--- src/rtl/multi_tick_generator.sv ---
// multi_tick_generator: N_CH programmable tick / square-wave channels derived from the 100 MHz clock
module multi_tick_generator #(
  parameter int N_CH = 4,
  parameter int CNT_W = 28,
  parameter int DEFAULT_DIV = 100_000_000,
  localparam int CH_W = N_CH > 1 ? $clog2(N_CH) : 1
) (
  input  logic              clk_100MHz_i,
  input  logic              reset_n_i,
  input  logic [N_CH-1:0]   en_i,
  input  logic [N_CH-1:0]   mode_i,
  input  logic              wr_en_i,
  input  logic [CH_W-1:0]   wr_ch_i,
  input  logic [CNT_W-1:0]  wr_div_i,
  input  logic              sync_i,
  output logic [N_CH-1:0]   tick_o,
  output logic [N_CH-1:0]   wave_o,
  output logic              err_o
);
  logic wr_ok;
  assign wr_ok = wr_div_i >= CNT_W'(2) && {1'b0, wr_ch_i} < (CH_W + 1)'(N_CH);
  // flag a rejected divisor write for exactly one cycle
  always_ff @(posedge clk_100MHz_i or negedge reset_n_i)
    if (!reset_n_i) err_o <= 1'b0;
    else err_o <= wr_en_i && !wr_ok;
  for (genvar c = 0; c < N_CH; c++) begin : g_ch
    logic [CNT_W-1:0] cnt, div;
    logic tick, wave, hit;
    assign hit = wr_en_i && wr_ok && wr_ch_i == CH_W'(c);
    assign tick_o[c] = tick;
    assign wave_o[c] = wave;
    // per-channel counter: sync/write restart, enable gates counting, terminal count ticks and drops the wave
    always_ff @(posedge clk_100MHz_i or negedge reset_n_i)
      if (!reset_n_i) begin
        cnt  <= '0;
        div  <= CNT_W'(DEFAULT_DIV);
        tick <= 1'b0;
        wave <= 1'b0;
      end else if (sync_i || hit) begin
        cnt  <= '0;
        tick <= 1'b0;
        wave <= 1'b0;
        if (hit) div <= wr_div_i;
      end else if (!en_i[c]) begin
        tick <= 1'b0;
      end else if (cnt == div - CNT_W'(1)) begin
        cnt  <= '0;
        tick <= 1'b1;
        wave <= 1'b0;
      end else begin
        cnt  <= cnt + CNT_W'(1);
        tick <= 1'b0;
        if (cnt == (div >> 1) - CNT_W'(1)) wave <= mode_i[c];
      end
  end
endmodule
--- config.mk ---
export PLATFORM = sky130hd
export DESIGN_NAME = multi_tick_generator
export DESIGN_NICKNAME = d
export VERILOG_FILES = /design/src/rtl/multi_tick_generator.sv
export SDC_FILE = /design/constraint.sdc
export NUM_CORES = 1
export LEC_CHECK = 0
export ABC_AREA = 1
export BUFFER_PORTS_ARGS = -buffer_cell sky130_fd_sc_hd__buf_2
export CORE_ASPECT_RATIO = 0.7
export CORE_MARGIN = 2
export CORE_UTILIZATION = 30
export DETAILED_ROUTE_END_ITERATION = 10
export PLACE_DENSITY = 0.48
export SLEW_MARGIN = 15
export SYNTH_ARGS = -nofsm -noshare
export SYNTH_HDL_FRONTEND = slang
export SYNTH_SLANG_ARGS = --single-unit
--- constraint.sdc ---
create_clock -name clk_100MHz_i -period 3.04 [get_ports clk_100MHz_i]
set_input_delay 0.152 -clock clk_100MHz_i [delete_from_list [all_inputs] [get_ports clk_100MHz_i]]
set_output_delay 0.152 -clock clk_100MHz_i [all_outputs]
set_load 0.01 [all_outputs]
=== Yosys cells after proc, flatten, opt, wreduce, memory -nomap -nowiden ===
Cells that the tools add are included.

* Add/subtract/negate cells: 12
* Reduce and logical (&&, ||, !) cells: 28
* Equal/unequal tests: 11
* Order comparisons: 1
* Multiplexer cells: 40

{| class="wikitable"
|+ Operators with widths
! operator !! number
|-
| 28-bit 2-to-1 mux || 12
|-
| 28-bit equality test || 8
|-
| 28-bit by 1-bit adder with 28-bit output (second input constant) || 4
|-
| 27-bit by 1-bit subtractor with 28-bit output (second input constant) || 4
|-
| 28-bit by 1-bit subtractor with 28-bit output (second input constant) || 4
|-
| 28-bit by 2-bit greater-or-equal comparator with 1-bit output (second input constant) || 1
|-
| 1-bit 2-to-1 mux || 28
|-
| 2-bit AND reduction || 8
|-
| 3-bit nonzero test || 4
|-
| 2-bit nonzero test || 4
|-
| 1-bit logical AND || 6
|-
| 2-bit equality test (second input constant) || 2
|-
| 1-bit logical OR || 4
|-
| 2-bit by 1-bit equality test with 1-bit output (second input constant) || 1
|-
| 2-bit logical NOT || 1
|-
| 1-bit logical NOT || 1
|}

* Flip-flop bits (word level): 233
* Bits of input ports: 42
* Output and inout port bits: 9
* Logic and storage cells: 109

=== Logic depth before layout (Yosys ltp) ===
Gate-level depths: netlist of run 1.

* Depth in word-level cells: 6
* Gate-level depth with buffers: 21
* Mapped depth without buffers: 20

=== Worst setup path after synthesis of run 1 ===
No wires, ideal clock.

* Kind: register to register
* Start point: register g_ch[2].div[1]
* End point: register g_ch[2].cnt[18]
* Required time: 2.922 ns
* Cell stages (with the launch flop): 21
* Data arrival time: 2.156 ns
* Library setup time: 0.118 ns
* Slack: 0.765 ns
* Buffers on the path: 1
* Period minus slack after synthesis: 2.275 ns
* Path through: dfrtp_1 inv_1 ha_1 inv_1 nor2_1 nand2_1 nor2_1 nand3_1 nand2_1 inv_1 nor2_1 nand2_1 nor2_1 nand2_1 nor2_1 nand2_1 nand2_2 nand2_2 inv_4 buf_6 nor2_1

* Cells in the longest elaborated chain, start to end: 5

{| class="wikitable"
|+ RTL lines
! item !! line !! RTL
|-
| start, declared || 27 || <nowiki>logic [CNT_W-1:0] cnt, div;</nowiki>
|-
| start signal, assigned || 36 || <nowiki>div <= CNT_W'(DEFAULT_DIV);</nowiki>
|-
| start signal, assigned || 43 || <nowiki>if (hit) div <= wr_div_i;</nowiki>
|-
| 28-bit by 1-bit subtractor with 28-bit output || 46 || <nowiki>end else if (cnt == div - CNT_W'(1)) begin</nowiki>
|-
| 28-bit equality test || 46 ||
|-
| 28-bit 2-to-1 mux || 46 ||
|-
| 28-bit 2-to-1 mux || 44 || <nowiki>end else if (!en_i[c]) begin</nowiki>
|-
| 28-bit 2-to-1 mux || 39 || <nowiki>end else if (sync_i || hit) begin</nowiki>
|-
| end signal, assigned || 51 || <nowiki>cnt <= cnt + CNT_W'(1);</nowiki>
|-
| end, declared || 27 ||
|}

Every way passes these cells. The select of a mux whose other input is x is not followed.
A chain may end at the register's enable or synchronous reset.

=== Worst setup path after layout of run 1 ===
* Start point: register g_ch[0].div[2]
* End point: register g_ch[0].cnt[8]

* Cells in the longest elaborated chain, start to end: 5

{| class="wikitable"
|+ RTL lines
! item !! line
|-
| start, declared || 27
|-
| start signal, assigned || 36
|-
| start signal, assigned || 43
|-
| 28-bit by 1-bit subtractor with 28-bit output || 46
|-
| 28-bit equality test || 46
|-
| 28-bit 2-to-1 mux || 46
|-
| 28-bit 2-to-1 mux || 44
|-
| 28-bit 2-to-1 mux || 39
|-
| end signal, assigned || 51
|-
| end, declared || 27
|}

Every way passes these cells. The select of a mux whose other input is x is not followed.

==> results of run 1 <==
-- report_power, final --
group / total, mW / switching (mW) / leakage [nW] / internal [mW]
Sequential: 4.01 / 0.581 / 2.99 / 3.43
Combinational: 3.62 / 2.38 / 7.73 / 1.24
Clock: 3.86 / 1.51 / 0.512 / 2.35
Total: 11.5 / 4.47 / 11.2 / 7.02
-- final timing paths --
kind                           startpoint         endpoint
max                        g_ch[0].div[2]   g_ch[0].cnt[8]
min                          wr_div_i[22]  g_ch[2].div[22]
max reg2reg                g_ch[0].div[2]   g_ch[0].cnt[8]
min reg2reg                  g_ch[0].wave     g_ch[0].wave
max in group asynchronous       reset_n_i  g_ch[3].div[21]
min in group asynchronous       reset_n_i  g_ch[1].cnt[17]
-- Yosys cell counts, types with 3 or more instances --
master       n
a21oi_1     35
o21ai_1      9
or2_2       14
dfrtp_1    185
o211ai_1     3
ha_1        12
nor2_4      17
buf_2       19
inv_1      363
xnor2_1     62
nand3_1    235
xnor3_1      7
xor2_1     214
nand2_2     18
dfstp_2     48
o21bai_1    19
nand2_1   1028
buf_6       11
inv_2        4
nor2_2      63
inv_4        3
nor4_1       4
nor3_1      33
a21o_1       3
clkbuf_1    72
nand3b_1    32
o21ai_0    162
buf_4        8
nand2_4      4
nor2_1     455
buf_1        4
nand4_1     95
-- cell type report --
cell class	count	area (um2)	share of cell area, %
clock buffers	36	792	3.41
clock inverters	16	246	1.06
multi-input cells	2545	12800	55.3
repair buffers	126	898	3.87
diodes	1	2.50	0.0108
inverters	371	1430	6.15
flip-flops and latches	233	5890	25.4
well taps	902	1130	4.86
-- state kept, by name, summed over array words and instances (netlist names) --
register	cells
err_o	1
g_ch.tick	4
g_ch.wave	4
g_ch.div	112
g_ch.cnt	112
-- worst reg2reg max path: stages, from the launching register on --
cell     delay, ps
dfrtp_1        430
inv_1          120
ha_2           220
inv_1           80
nor2_2         170
nand2_1        130
nor2_1         200
nand2_1        170
nor2_1         180
nand3_1         90
nand2_1        100
and3_1         150
nand2_1         50
nor2_1         250
nand3_2        200
nand4_1        130
nand2_1         60
-- metrics by stage --
step / power, mW / setup slack (ps) / cell area (um2) / util (%)
floorplan: 6.42 / 765 / 20600 / -
global placement: 7.57 / 23.9 / 21900 / 32.2
detailed placement: 7.54 / 23.1 / 21900 / 32.2
CTS: 11.5 / 11.5 / 23100 / 33.9
global route: 12.2 / -9.34 / 23200 / 34.1
finish: 11.5 / 202 / 23200 / 34.1
-- metal layers --
layer | vias up | share of wire (%) | global-route usage [%]
met1 | 9296 | 53 | 34.0
met2 | 624 | 38 | 28.2
met4 | 0 | 1.8 | 3.90
li1 | 10309 | - | -
met5 | - | 0 | 0
met3 | 73 | 7.8 | 3.69
-- repair_timing --
action,CTS,global route
hold buffers,17,0
buffers inserted,0,0
endpoints found under the hold margin,129,0
resized for setup,0,33
endpoints found under the setup margin,0,110
-- kinds of logic after synthesis --
group           count (synthesis)  synth area share (%)
simple gates                 2010                  42.2
buf+inv                       489                  9.72
xor+xnor                      284                  12.6
compound gates                238                  6.18
flops                         233                  28.6
fa+ha+maj                      12                 0.728
==> impl_metrics.py, run 1 <==
metrics = {
    "critical_path": {
        "r2r_slack_ps": 200,
        "cp.arrival_ps": 3320,
        "path_delay_family": "simple AND/OR/NAND/NOR gates",
        "setup.worst_path.end_class": "register",
        "path_max_fanout": 5,
        "cpMostUsedCell": "nand2_1",
        "critPathLaunchType": "register",
        "crit_cells": 16,
        "required_ps": 3520,
        "reg2regPathDepth": 16,
        "path_cells": "inv_1, ha_2, inv_1, nor2_2, nand2_1, nor2_1, nand2_1, nor2_1, nand3_1, nand2_1, and3_1, nand2_1, nor2_1, nand3_2, nand4_1, nand2_1",
        "critPathMaxStageDelay_ps": 430,
        "slowest_stage": "dfrtp_1",
        "crit_type": "register to register",
        "crit_buf_inv": 2,
    },
    "cells_and_area": {
        "nFillCells": 7523,
        "drive_gt1_share_pct": 10.8,
        "syn_to_final_growth_pct": 12.5,
        "final_cells": 4230,
        "nNetsFinal": 3359,
        "layout_common_cells": "nand2_1, nor2_1, inv_1, nand3_1, xor2_1",
        "final_common_cell": "nand2_1",
    },
    "grt": {
        "antenna_found_initial": 0,
        "grt_pass1_vias": 18557,
        "grt_pass1_wl_mm": 116,
        "gr-total-overflow": 0,
        "track_usage_pct": 21.0,
        "grt_max_degree": 71,
    },
    "floorplanning": {
        "coreArea_um2": 68100,
        "die_w_um": 317,
        "num_rows": 80,
        "ios": 51,
        "design.die.area_um2": 70900,
        "fp.dieH_um": 223,
        "start_util_pct": 30.3,
    },
    "clock_network": {
        "clkTransAtPathRegs_ps": 80,
        "cts-htree-levels": 1,
        "clockBufferDepth": 3,
        "cts_sinks": 233,
        "clk_latency_ps": 610,
        "root_buffer": "clkbuf_16",
        "cts_tree": "built",
        "numCtsBuffers": 28,
    },
    "route": {
        "drtAntennaViolNets": 0,
        "viasPerCell": 4.80,
        "drcViolationCount": 0,
        "dr.pass1.iters": 7,
        "via_count": 20302,
        "avgRoutedWirePerCell_um": 17.8,
        "wirelength_mm": 75.3,
        "drt-initial-drc-count": 2062,
    },
    "placement": {
        "dp_hpwl_mm": 60.6,
        "portBuffers": 50,
        "place_congestion": 0.983,
        "place_inst": 4159,
    },
    "timing": {
        "fin_hold_ws_ps": 40.9,
        "timing.final.crit_share_pct": 93.4,
        "fin_setup_tns_ps": 0,
        "fin_worst_skew_ps": 17.2,
        "fmax_mhz": 352,
        "hold_viol": 0,
        "slew_violations": 0,
        "finalSetupViolations": 0,
        "tightest_slew_ps": 663,
        "relSlewSlack_pct": 55.8,
        "period_needed_ps": 2840,
    },
    "synthesis": {
        "yosys_warnings": 0,
        "ys_seq_elements": 233,
        "synth_ff_type": "dfrtp_1",
        "syn-num-nets": 3320,
        "synthTopCellsByArea": "dfrtp_1, nand2_1, xor2_1",
        "syn_avg_cell_area_um2": 6.32,
        "syn_area_um2": 20600,
        "synthArstFlopShare_pct": 100,
        "synth_cell_types": 51,
        "synth_top_area_share_pct": 22.4,
        "synth_edf_count": 0,
        "yosys.area.top_type": "dfrtp_1",
        "synth_seq_area_share_pct": 28.6,
        "synth_cells": 3266,
    },
    "pwr": {
        "max-vdd-ir-drop_uv": 400,
        "leakagePower_nw": 11.2,
        "p_per_area_nw_per_um2": 495,
    },
    "hold_path": {
        "hold_class": "primary input to register",
        "worstHoldPathCells": 3,
    },
    "status": {
        "status": "finished, final reports clean",
    },
    "flow_run": {
        "cap_violations": 0,
    },
}
Note: power is estimated with default switching activity, not from simulation.
==> run 2: changes to the inputs <==
==> constraint.sdc (replaced) <==
create_clock -name clk_100MHz_i -period 3.04 [get_ports clk_100MHz_i]
set_input_delay 0.608 -clock clk_100MHz_i [delete_from_list [all_inputs] [get_ports clk_100MHz_i]]
set_output_delay 0.608 -clock clk_100MHz_i [all_outputs]
set_load 0.01 [all_outputs]
==> impl_metrics.py, run 2 (synthesis results as in run 1) <==
metrics = {
    "status": {
        "status": "finished, final reports clean",
    },
    "critical_path": {
        "required_ps": 3540,
        "critPathMaxStageDelay_ps": 380,
        "path_max_fanout": 5,
        "cp.arrival_ps": 3340,
        "path_delay_family": "simple AND/OR/NAND/NOR gates",
        "path_cells": "inv_1, ha_1, nand2_1, nor2_2, nand4_1, nand3b_1, nand2_1, nor2_1, nand2_1, nor2_4, nand2_2, buf_4, nand3_1, nand2_1, nand2_1, nand2_1",
        "crit_type": "register to register",
        "crit_buf_inv": 2,
        "r2r-end": "g_ch[0].wave",
        "reg2regPathDepth": 16,
        "r2r_slack_ps": 200,
        "cpMostUsedCell": "nand2_1",
        "setup.worst_path.end_class": "register",
        "slowest_stage": "dfrtp_1",
        "critPathLaunchType": "register",
        "r2r-start": "g_ch[0].div[1]",
    },
    "route": {
        "dr.pass1.iters": 7,
        "wirelength_mm": 75.7,
        "avgRoutedWirePerCell_um": 17.8,
        "drtAntennaViolNets": 0,
        "viasPerCell": 4.82,
        "drt-initial-drc-count": 2070,
        "via_count": 20511,
        "drcViolationCount": 0,
    },
    "pwr": {
        "sequentialPowerShare_pct": 34.5,
        "p_sw_share_pct": 39.4,
        "max-vdd-ir-drop_uv": 392,
        "leakagePower_nw": 11.4,
        "switchingPower_mw": 4.56,
        "p_int_mw": 7.00,
        "combPwrFrac_pct": 32.5,
        "p_per_area_nw_per_um2": 494,
        "pwr-share-clk_pct": 33.0,
        "p_total_mw": 11.6,
    },
    "placement": {
        "place_congestion": 0.996,
        "dp_hpwl_mm": 61.5,
        "placed_area_um2": 22300,
        "place_inst": 4203,
        "portBuffers": 50,
    },
    "cells_and_area": {
        "final_cells": 4259,
        "postLayoutCoreUtil_pct": 34.4,
        "final_cell_area_um2": 23400,
        "final_common_cell": "nand2_1",
        "drive_gt1_share_pct": 11.7,
        "layout_common_cells": "nand2_1, nor2_1, inv_1, nand3_1, xor2_1",
        "nNetsFinal": 3387,
        "syn_to_final_growth_pct": 13.4,
        "reg_top3": "g_ch.cnt: 112 flops, g_ch.div: 112 flops",
        "multi_input_area_um2": 12800,
        "seq_area_um2": 5890,
        "nFillCells": 7499,
    },
    "timing": {
        "fmax_mhz": 352,
        "relSlewSlack_pct": 67.1,
        "period_needed_ps": 2840,
        "rsz0062_at_grt": "no",
        "hold_viol": 0,
        "fin_worst_skew_ps": 13.6,
        "timing.final.crit_share_pct": 93.4,
        "slew_violations": 0,
        "finalSetupViolations": 0,
        "fin_hold_ws_ps": 244,
        "tightest_slew_ps": 491,
    },
    "clock_network": {
        "cts_sinks": 233,
        "clkTransAtPathRegs_ps": 70,
        "clockBufferDepth": 3,
        "cts_tree": "built",
        "clk_latency_ps": 610,
        "root_buffer": "clkbuf_16",
        "numCtsBuffers": 29,
        "cts-htree-levels": 1,
    },
    "grt": {
        "grt_pass1_vias": 18305,
        "track_usage_pct": 21.1,
        "gr-total-overflow": 0,
        "antenna_found_initial": 7,
        "grt_max_degree": 58,
        "grt_pass1_wl_mm": 116,
    },
    "floorplanning": {
        "fp.dieH_um": 223,
        "num_rows": 80,
        "design.die.area_um2": 70900,
        "ios": 51,
        "start_util_pct": 30.3,
        "die_w_um": 317,
        "coreArea_um2": 68100,
    },
    "hold_path": {
        "min_from": "mode_i[3]",
        "hold_class": "primary input to register",
        "holdPathEnd": "g_ch[3].wave",
        "worstHoldPathCells": 3,
    },
    "flow_run": {
        "cap_violations": 0,
    },
}
-- run 2: how the worst max path moves through the flow --
stage | depth (start not counted) | slack [ps] | startpoint | end
final | 16 | 200 | g_ch[0].div[1] | g_ch[0].wave
after global routing | 16 | 3 | g_ch[0].div[1] | g_ch[0].wave
after detailed placement | 17 | -70 | wr_div_i[2] | g_ch[0].cnt[7]
after CTS | 20 | 120 | g_ch[3].div[1] | g_ch[3].cnt[21]
after global placement | 17 | -30 | wr_div_i[2] | g_ch[0].cnt[7]
after floorplan | 20 | 770 | g_ch[2].div[1] | g_ch[2].cnt[18]
-- run 2: repair_timing --
action	CTS	global route
hold buffers	1	0
hold endpoints to repair	23	0
gates resized for setup	0	14
buffers inserted	0	0
setup endpoints to repair	0	107
-- run 2: cell type report --
cell class	count	area share [%]
antenna	2	0.0214
inverter	371	6.00
clock buffer	39	3.52
sequential	233	25.2
multi-input combinational	2544	54.7
clock inverter	14	0.856
timing repair buffer	154	4.94
tap	902	4.82
-- run 2: power groups by stage --
stage	registers (mW)	logic [mW]	clock network [mW]
4_1_cts	3.97	3.68	3.93
5_1_grt	4.03	4.24	4.05
3_3_place_gp	4.03	3.67	0
6_report	3.99	3.76	3.82
3_5_place_dp	4.02	3.66	0
2_1_floorplan	3.75	2.67	0
-- run 2: per-layer routing --
| metal | part of all wire [%] | routed length, um | up-vias | track usage, % |
|---|---|---|---|---|
| met4 | 2.1 | 1580 | 0 | 4.07 |
| met1 | 53 | 40000 | 9411 | 34.5 |
| met3 | 8.2 | 6200 | 79 | 4.01 |
| li1 | - | - | 10366 | - |
| met5 | 0 | 0 | - | 0 |
| met2 | 37 | 27900 | 655 | 27.6 |
-- run 2: stage by stage --
stage               setup slack, ps  TNS, ps
global route                   2.73        0
detailed placement            -67.3    -91.3
CTS                             120        0
finish                          201        0
floorplan                       765        0
global placement              -31.2    -31.2
-- run 2: worst min-delay path: cells and delay by family --
kind | cells | cell delay [ps]
buffers and inverters | 1 | 80
and+or+nand+nor | 2 | 120
==> run 3: changes to the inputs <==
- RECOVER_POWER: default -> 25
==> impl_metrics.py, run 3 (synthesis results as in run 1) <==
metrics = {
    "cells_and_area": {
        "layout_common_cells": "nand2_1, nor2_1, inv_1, nand3_1, xor2_1",
        "final_cells": 4259,
        "syn_to_final_growth_pct": 13.2,
        "nNetsFinal": 3387,
        "drive_gt1_share_pct": 11.6,
        "reg_top3": "g_ch.cnt: 112 flops, g_ch.div: 112 flops",
        "postLayoutCoreUtil_pct": 34.3,
        "final_cell_area_um2": 23300,
        "final_common_cell": "nand2_1",
    },
    "placement": {
        "placed_area_um2": 22300,
        "portBuffers": 50,
        "pre_cts_slack_ps": -67.3,
        "place_congestion": 0.996,
        "place_inst": 4203,
        "dp_hpwl_mm": 61.5,
    },
    "pwr": {
        "leakagePower_nw": 11.4,
        "max-vdd-ir-drop_uv": 390,
        "p_per_area_nw_per_um2": 495,
    },
    "grt": {
        "antenna_found_initial": 7,
        "track_usage_pct": 21.1,
        "grt_pass1_wl_mm": 116,
        "gr-total-overflow": 0,
        "grt_max_degree": 58,
        "grt_pass1_vias": 18305,
    },
    "status": {
        "status": "finished, final reports clean",
    },
    "timing": {
        "relSlewSlack_pct": 21.4,
        "rsz0062_at_grt": "no",
        "fin_ws_ps": 174,
        "fin_worst_skew_ps": 13.5,
        "tightest_slew_ps": 1180,
        "finalSetupViolations": 0,
        "slew_violations": 0,
        "timing.final.crit_share_pct": 94.3,
        "hold_viol": 0,
        "fin_setup_tns_ps": 0,
        "fmax_mhz": 349,
        "period_needed_ps": 2870,
    },
    "hold_path": {
        "hold_class": "primary input to register",
        "min_from": "mode_i[3]",
    },
    "clock_network": {
        "clk_latency_ps": 610,
        "cts-htree-levels": 1,
        "cts_sinks": 233,
        "root_buffer": "clkbuf_16",
        "clkTransAtPathRegs_ps": 70,
        "clockBufferDepth": 3,
        "post_cts_buffers": 0,
        "cts_tree": "built",
        "numCtsBuffers": 29,
    },
    "floorplanning": {
        "num_rows": 80,
        "design.die.area_um2": 70900,
        "ios": 51,
        "fp.dieH_um": 223,
        "start_util_pct": 30.3,
        "coreArea_um2": 68100,
        "die_w_um": 317,
    },
    "critical_path": {
        "cp-startpoint": "g_ch[0].div[1]",
        "cp.arrival_ps": 3370,
        "required_ps": 3540,
        "path_max_fanout": 5,
        "crit_type": "register to register",
        "r2r-start": "g_ch[0].div[1]",
        "critPathLaunchType": "register",
        "setup.worst_path.end_class": "register",
    },
    "route": {
        "drt-initial-drc-count": 2055,
        "avgRoutedWirePerCell_um": 17.7,
        "dr.pass1.iters": 6,
        "wirelength_mm": 75.6,
        "drtAntennaViolNets": 0,
        "viasPerCell": 4.80,
        "drcViolationCount": 0,
        "via_count": 20432,
    },
    "flow_run": {
        "cap_violations": 0,
    },
}
==> run 3: report_power, final <==
part | internal (mW) | switching, mW | total [mW] | leakage (nW)
Clock | 2.25 | 1.58 | 3.83 | 0.498
Sequential | 3.43 | 0.554 | 3.99 | 2.99
Combinational | 1.31 | 2.43 | 3.74 | 7.87
Total | 7.00 | 4.56 | 11.6 | 11.4
==> run 3: worst max-delay path, stage by stage (launching register included) <==
cell and delay, ps:
dfrtp_1 380, inv_1 100, ha_1 300, nand2_1 220, nor2_2 350, nand4_1 300, nand3b_1 210, nand2_1 70
nor2_1 80, nand2_1 100, nor2_4 170, nand2_2 120, buf_4 160, nand3_1 60, nand2_1 50, nand2_1 50
nand2_1 40
==> run 3: layout make-up <==
| type | count | area, um2 |
|---|---|---|
| Antenna cell | 2 | 5.00 |
| Clock buffer | 39 | 823 |
| Clock inverter | 14 | 200 |
| Fill cell | 7505 | 44700 |
| Inverter | 371 | 1400 |
| Multi-Input combinational cell | 2544 | 12800 |
| Sequential cell | 233 | 5890 |
| Tap cell | 902 | 1130 |
| Timing Repair Buffer | 154 | 1110 |
==> run 3: final timing paths <==
path,end,slack [ps],cells past startpoint
max,g_ch[0].wave,170,16
max reg2reg,g_ch[0].wave,170,16
max in group asynchronous,g_ch[2].div[4],700,3
min reg2reg,g_ch[0].wave,490,2
min in group asynchronous,g_ch[1].cnt[17],780,2
min,g_ch[3].wave,240,3
==> run 3: repair_timing <==
item,4_1_cts,5_1_grt
resized for setup,0,14
hold endpoints to repair,23,0
setup endpoints to repair,0,107
hold buffers,1,0
==> run 3: routing by layer <==
metal | up-vias | share of wire [%] | GRT usage (%) | wire length, um
met2 | 594 | 37 | 27.6 | 27800
met5 | - | 0 | 0 | 0
met4 | 0 | 2.1 | 4.07 | 1590
li1 | 10366 | - | - | -
met3 | 75 | 7.9 | 4.01 | 5980
met1 | 9397 | 53 | 34.5 | 40200
==> run 3: metrics by stage <==
stage | hold WS, ps | total power, mW
floorplan | 312 | 6.42
global route | 242 | 12.3
global placement | 477 | 7.71
CTS | 208 | 11.6
detailed placement | 463 | 7.68
finish | 242 | 11.6
